**src/rtl/i2s_pkg.sv**
```systemverilog
// Shared I2S constants: FSM state encoding, default word/slot widths, channel encoding.
package i2s_pkg;

  localparam logic [1:0] IDLE     = 2'd0;
  localparam logic [1:0] RX_LEFT  = 2'd1;
  localparam logic [1:0] RX_RIGHT = 2'd2;

  localparam int DATA_BITS_DEFAULT = 24;
  localparam int SLOT_BITS_DEFAULT = 32;

  localparam logic LR_LEFT = 1'b0;

endpackage

```
**src/rtl/i2s_rx_sync.sv**
```systemverilog
// Two-flop synchroniser for bclk/lrclk/sdata with a bclk rising-edge strobe.
// Latency: 2 clk on every input, so the three synced signals stay aligned.
// Backpressure: none; free-running.
module i2s_rx_sync (
  input  logic clk,
  input  logic resetn,
  input  logic bclk,
  input  logic lrclk,
  input  logic sdata,
  output logic rise,
  output logic lr_s,
  output logic sd_s
);

  logic [1:0] bclk_q;
  logic [1:0] lr_q;
  logic [1:0] sd_q;
  logic       bclk_prev;

  always_ff @(posedge clk) begin
    if (!resetn) begin
      bclk_q    <= 2'b00;
      lr_q      <= 2'b00;
      sd_q      <= 2'b00;
      bclk_prev <= 1'b0;
    end else begin
      bclk_q    <= {bclk_q[0], bclk};
      lr_q      <= {lr_q[0], lrclk};
      sd_q      <= {sd_q[0], sdata};
      bclk_prev <= bclk_q[1];
    end
  end

  assign rise = bclk_q[1] & ~bclk_prev;
  assign lr_s = lr_q[1];
  assign sd_s = sd_q[1];

endmodule

```
**src/rtl/i2s_receiver.sv**
```systemverilog
// I2S slave receiver, 24-bit stereo frames out on valid/ready; I2S_RX_OVERRUN_CNT_EN adds overrun_count.
// Latency: frame valid 1 clk after the rise cycle that completes the right word.
// Backpressure: one frame held; a frame completing while held and not accepted is dropped with an overrun pulse.
module i2s_receiver
  import i2s_pkg::*;
#(
  parameter int DATA_BITS = DATA_BITS_DEFAULT,
  parameter int SLOT_BITS = SLOT_BITS_DEFAULT
) (
  input  logic                 clk,
  input  logic                 resetn,
  input  logic                 bclk,
  input  logic                 lrclk,
  input  logic                 sdata,
  output logic [DATA_BITS-1:0] frame_l,
  output logic [DATA_BITS-1:0] frame_r,
  output logic                 frame_valid,
  input  logic                 frame_ready,
  output logic                 overrun,
`ifdef I2S_RX_OVERRUN_CNT_EN
  output logic [15:0]          overrun_count,
`endif
  output logic                 locked
);

  localparam logic [5:0] DB6 = 6'(DATA_BITS);

  if (SLOT_BITS < DATA_BITS + 1 || SLOT_BITS > 64) begin : g_bad_cfg
    $error("i2s_receiver: SLOT_BITS out of range");
  end

  logic                 rise;
  logic                 lr_s;
  logic                 sd_s;
  logic [1:0]           state;
  logic                 lr_prev;
  logic [5:0]           bitcnt;
  logic [DATA_BITS-1:0] shreg;
  logic [DATA_BITS-1:0] left_hold;

  logic                 slot_start;
  logic [5:0]           cnt_inc;
  logic                 word_done;
  logic                 slot_full;
  logic                 frame_done;
  logic                 frame_drop;
  logic [DATA_BITS-1:0] word;

  i2s_rx_sync u_sync (
    .clk    (clk),
    .resetn (resetn),
    .bclk   (bclk),
    .lrclk  (lrclk),
    .sdata  (sdata),
    .rise   (rise),
    .lr_s   (lr_s),
    .sd_s   (sd_s)
  );

  always_comb begin
    slot_start = rise && (lr_s != lr_prev);
    cnt_inc    = (bitcnt == 6'd63) ? bitcnt : bitcnt + 6'd1;
    word       = {shreg[DATA_BITS-2:0], sd_s};
    // Completion keys off the pre-increment count so a saturated counter never re-completes.
    word_done  = rise && !slot_start && (bitcnt == DB6 - 6'd1);
    slot_full  = (bitcnt >= DB6);
    frame_done = word_done && (state == RX_RIGHT);
    frame_drop = frame_done && frame_valid && !frame_ready;
  end

  assign locked = (state != IDLE);

  always_ff @(posedge clk) begin
    if (!resetn) begin
      state       <= IDLE;
      lr_prev     <= 1'b0;
      bitcnt      <= 6'd0;
      shreg       <= '0;
      left_hold   <= '0;
      frame_l     <= '0;
      frame_r     <= '0;
      frame_valid <= 1'b0;
      overrun     <= 1'b0;
    end else begin
      overrun <= 1'b0;

      if (rise) begin
        lr_prev <= lr_s;
        if (slot_start) begin
          bitcnt <= 6'd0;
        end else begin
          bitcnt <= cnt_inc;
          if (bitcnt < DB6) shreg <= word;
        end
      end

      if (word_done && state == RX_LEFT) left_hold <= word;

      case (state)
        IDLE:     if (slot_start && lr_s == LR_LEFT) state <= RX_LEFT;
        RX_LEFT:  if (slot_start && lr_s != LR_LEFT) state <= slot_full ? RX_RIGHT : IDLE;
        RX_RIGHT: if (slot_start && lr_s == LR_LEFT) state <= slot_full ? RX_LEFT : IDLE;
        default:  state <= IDLE;
      endcase

      if (frame_done) begin
        if (!frame_valid || frame_ready) begin
          frame_l     <= left_hold;
          frame_r     <= word;
          frame_valid <= 1'b1;
        end else begin
          overrun <= 1'b1;
        end
      end else if (frame_valid && frame_ready) begin
        frame_valid <= 1'b0;
      end
    end
  end

`ifdef I2S_RX_OVERRUN_CNT_EN
  always_ff @(posedge clk) begin
    if (!resetn) begin
      overrun_count <= 16'd0;
    end else if (frame_drop && overrun_count != 16'hFFFF) begin
      overrun_count <= overrun_count + 16'd1;
    end
  end
`endif

endmodule

```
**config.mk**
```make
export PLATFORM = sky130hd
export DESIGN_NAME = i2s_receiver
export DESIGN_NICKNAME = d
export VERILOG_FILES = /design/src/rtl/i2s_pkg.sv /design/src/rtl/i2s_rx_sync.sv /design/src/rtl/i2s_receiver.sv
export SDC_FILE = /design/constraint.sdc
export NUM_CORES = 1
export LEC_CHECK = 0
export ABC_AREA = 0
export CORE_MARGIN = 4
export CORE_UTILIZATION = 55
export DETAILED_ROUTE_END_ITERATION = 8
export PLACE_DENSITY = 0.8
export SLEW_MARGIN = 20
export SYNTH_ARGS = -nofsm -noshare
export SYNTH_HDL_FRONTEND = slang
export SYNTH_SLANG_ARGS = --single-unit
```
**constraint.sdc**
```tcl
create_clock -name clk -period 4.75 [get_ports clk]
set_clock_uncertainty 0.2 [all_clocks]
set_input_delay 1.1875 -clock clk [delete_from_list [all_inputs] [get_ports clk]]
set_output_delay 1.1875 -clock clk [all_outputs]
set_load 0.02 [all_outputs]
```
# After elaboration in Yosys (flattened, before gate mapping)
# Index checks and enable logic that the tools add are counted.
totals:
  word_cells: 62
  register_bits: 113
  output_inout_bits: 51
  input_bits: 6
classes:
  n_lt_le_gt_ge: 2
  n_addsub: 1
  reduce_logical: 20
  mux: 12
  n_bitwise: 4
  n_eq_ne: 10
ops:
  columns: ["cell", "n"]
  rows:
  - ["2-to-1 mux 6 bit", 2]
  - ["logical AND 1 bit", 8]
  - ["2-to-1 mux 2 bit", 4]
  - ["AND reduction 2 bit", 4]
  - ["adder 6 x 1 -> 6 bit, second input constant", 1]
  - ["equality test 6 x 5 -> 1 bit, second input constant", 1]
  - ["equality test 6 bit, second input constant", 1]
  - ["greater-or-equal comparator 6 x 5 -> 1 bit, second input constant", 1]
  - ["< comparator 6 x 5 -> 1 bit, second input constant", 1]
  - ["!= test 2 x 1 -> 1 bit, second input constant", 3]
  - ["one-hot mux 2 bit (3 select lines)", 1]
  - ["AND reduction 3 bit", 2]
  - ["2-to-1 mux 1 bit", 5]
  - ["!= test 2 bit, second input constant", 2]
  - ["nonzero test 2 bit", 2]
  - ["NOT 1 bit", 3]
  - ["equality test 2 x 1 -> 1 bit, second input constant", 1]
  - ["equality test 2 bit, second input constant", 1]
  - ["logical NOT 1 bit", 2]
  - ["logical NOT 2 bit", 1]
  - ["AND 1 bit", 1]
  - ["logical OR 1 bit", 1]
  - ["!= test 1 bit", 1]

# Longest topological paths before layout
depth:
  word_depth: 9
  mapped_depth: 7

# By module
# Synthesis repeated with hierarchy kept, for this count alone.
unflattened:
  hier_cells: 428
  hier_area_um2: 4236.6
by_module_without_submodules:
  columns: ["mod", "area_per_inst_um2", "n_inst", "cells_per_inst"]
  rows:
  - ["i2s_receiver", 4046.4, 1, 413]
  - ["i2s_rx_sync", 190.2, 1, 15]

# Worst setup path before layout
# OpenSTA, ideal clock, no wires.
synth_timing:
  path_type: "input port to flip-flop"
  from: "in resetn"
  to: "reg frame_l[21]"
  setup_time_ns: 0.072
  cell_stages: 5
  arrival_time_ns: 2.159
  path_slack_ns: 2.319
  path_cell_list: "clkbuf_1 -> clkbuf_1 -> clkbuf_1 -> nand2_1 -> mux2i_1"
synth_rtl:
  columns: ["item", "line", "text"]
  rows:
  - ["from (decl)", "i2s_receiver.sv:11", "input logic resetn,"]
  - ["to (signal assigned)", "i2s_receiver.sv:108", "frame_l <= left_hold;"]
  - ["to (decl)", "i2s_receiver.sv:15", "output logic [DATA_BITS-1:0] frame_l,"]

# Final worst setup path
layout_timing:
  from: "reg state[0]"
  to: "out locked"
layout_via:
  elab_chain_len: 1
layout_rtl:
  columns: ["item", "line", "text"]
  rows:
  - ["from (decl)", "i2s_receiver.sv:35", "logic [1:0] state;"]
  - ["from (signal assigned)", "i2s_receiver.sv:101", "RX_LEFT: if (slot_start && lr_s != LR_LEFT) state <= slot_full ? RX_RIGHT : IDLE;"]
  - ["from (signal assigned)", "i2s_receiver.sv:102", "RX_RIGHT: if (slot_start && lr_s == LR_LEFT) state <= slot_full ? RX_LEFT : IDLE;"]
  - ["nonzero test 2 bit", "i2s_receiver.sv:71", "assign locked = (state != IDLE);"]
  - ["to (decl)", "i2s_receiver.sv:23", "output logic locked"]
# Every way passes these cells.

==> results.txt <==
setup TNS -> 0 ns
worst hold path type -> reg -> reg
Antenna diodes -> 0
# resized after CTS -> 0
final-report hold violation count -> 0
sw frac -> 19.0%
Initial Utilization -> 56.3%
Combinational Power Share -> 1.7%
Critical Path Fanout Max -> 5
min Tclk post-route -> 3.08 ns
Metal-1 WL -> 3950 µm
core area -> 7690 µm²
maximum clock frequency -> 0.325 GHz
first-pass GRT wire length -> 15400 µm
Rel. slew slack -> 34.2%
WP data arrival -> 1.69 ns
vias in the first global route -> 3422
DR iter-0 viols -> 238
Placer Congestion -> 0.790
crit path capture type -> output pin
GR Overflow Total -> 0
CTS root buf -> clkbuf_8
largest net degree at the start of global routing -> 76
DRT antenna net count -> 0
fillcell total -> 582
share of cells above drive strength 1 -> 6.60%
CTS tree -> done
top layer in use -> met4
met3 wire len -> 382 µm
Synth area leader -> dfxtp_1
Max Cap Viol -> 0
Clock Pin Slew Worst Setup and Hold Paths -> 0.05 ns
Slowest-stage cell, CP -> clkdlybuf4s50_1
PwrDens -> 422 nW/µm²
Vias/cell -> 5.26
share of the synthesized area in the top cell type -> 52.3%
total number of vias -> 3486
initial antenna violation count -> 0
P_sw -> 0.000442 W
row count -> 32
Total Nets Final -> 557
commonest non-fill, non-tap cells in the layout -> 201 x nand2_1, 113 x dfxtp_1, 55 x clkdlybuf4s50_1
hold_buf cts -> 0
RSZ-0062 raised after global routing -> no
CP required -> 3.36 ns
clk buf depth -> 2
clock power share -> 57.4%
CP peak stage delay -> 0.55 ns
Synth Area per Inst -> 8.57 µm²
Post-Syn Area -> 4330 µm²
static leakage -> 2.18 nW
Syn Nets -> 513
post-synthesis sequential area ratio -> 52.3%
drt pass-1 iters -> 4
Clock Latency Late Sink -> 0.50 ns
Final Max Tran Viols -> 0
Final setup viols -> 0
Area contributors post-synth -> dfxtp_1 52%, nand2_1 17%, mux2i_1 11%
DRC -> 0
Total Routed Length -> 9060 µm
Tightest Pin Transition -> 0.982 ns
ys async rst share -> 0%
cell count after synthesis -> 505
area grow syn2layout -> 27.5%
Synth Register Bits -> 113
most common cell after layout, fill and taps aside -> nand2_1
Distinct cells, synth -> 38
worst reg-to-reg setup slack -> 2.00 ns
Setup CP Type -> reg -> out
worst path cell trace -> or2_2 -> clkdlybuf4s50_1
met2 WL -> 4620 µm
final cycle utilization of the critical path -> 64.8%
H-tree depth -> 4
status -> complete, no violations
IO buf count -> 56
dominant synthesized flop cell -> dfxtp_1
Post-synth EDFFs -> 0
multi-input combinational cell area -> 1900 µm²
cts bufs inserted -> 17
top-level port count -> 57
post-DP HPWL -> 5520 µm
Post-CTS Setup Bufs -> 0
worst hold slack -> 0.234 ns
crit path launch type -> register
sequential power share -> 41.0%
die area -> 9350 µm²
IR drop worst, VDD -> 283 µV
Register Area -> 2260 µm²
Die Span Y -> 96.7 µm
internal power -> 0.00189 W
Yosys warning total -> 0
Total GRT Usage -> 19.8%
Num Clock Sinks -> 113
routed len/inst -> 13.7 µm
Die X -> 96.7 µm
-- power groups by stage --
stage | combinational, W | clock, W | sequential, W
after floorplan | 0.0000307 | 0 | 0.000974
after global placement | 0.0000385 | 0 | 0.000974
after detailed placement | 0.0000391 | 0 | 0.000974
after CTS | 0.0000394 | 0.00135 | 0.000955
after global routing | 0.0000443 | 0.00139 | 0.000954
final | 0.0000393 | 0.00134 | 0.000955
-- critical path, delay by kind of cell, from the launching register on --
kind          cells  cell delay (ns)
simple gates      1             0.31
flops             1             0.33
buf+inv           1             0.55
-- cells in the mapped netlist (2+ instances only) --
library cell,number
and2_1,7
ha_1,2
nor3_1,2
a21oi_1,38
nand3_1,4
clkbuf_1,22
nand2_1,201
a21boi_0,12
nand2b_1,3
nand4_1,3
nor2b_1,3
dfxtp_1,113
o22ai_1,2
mux2i_1,49
buf_6,2
o21ai_0,5
a21boi_1,4
or3_1,3
buf_2,9
nor2_1,3
-- state kept, by name, summed over array words and instances, names as in the netlist --
signal,flops
lr_prev,1
shreg,23
u_sync.sd_q,2
frame_l,24
frame_valid,1
frame_r,24
bitcnt,6
u_sync.bclk_q,2
state,2
left_hold,24
u_sync.lr_q,2
u_sync.bclk_prev,1
overrun,1
-- routing by layer --
layer / track usage [%] / up-vias
li1: - / 1742
met1: 23.5 / 1645
met2: 33.2 / 89
met3: 5.34 / 10
met4: 9.61 / 0
met5: 0 / -
-- through the flow --
step | setup slack, ns | utilization [%] | cells | power (W) | area (µm²)
after floorplan | 2.32 | - | 505 | 0.00100 | 4330
after global placement | 1.26 | 63.4 | 631 | 0.00101 | 4880
after detailed placement | 1.23 | 63.4 | 631 | 0.00101 | 4880
after CTS | 1.65 | 71.7 | 662 | 0.00234 | 5510
after global routing | 1.51 | 71.8 | 663 | 0.00239 | 5520
final | 1.67 | 71.8 | 663 | 0.00233 | 5520
-- layout make-up --
type	instances	area share, %
inverter	3	0.204
sequential	113	41.0
clock buffer	21	8.14
timing repair buffer	59	10.6
multi-input combinational	355	34.5
tap	102	2.31
clock inverter	10	3.31
-- cells by family after synthesis --
kind of cell    Yosys count  synth area share, %
simple gates            238                 22.9
flops                   113                 52.3
compound gates           64                 8.58
mux                      49                 11.3
buf+inv                  37                 3.90
xor+xnor                  2                0.405
fa+ha+maj                 2                0.578
-- path summary, 6_finish.rpt --
kind,startpoint,to,depth (start not counted)
max,state[0]$_SDFFE_PN0P_,locked,2
min,u_sync.sd_q[0]$_SDFF_PN0_,u_sync.sd_q[1]$_SDFF_PN0_,1
max reg2reg,bitcnt[0]$_SDFFE_PN0P_,frame_l[13]$_SDFFE_PN0P_,6
min reg2reg,u_sync.sd_q[0]$_SDFF_PN0_,u_sync.sd_q[1]$_SDFF_PN0_,1
Note: power is estimated with default switching activity, not from simulation.
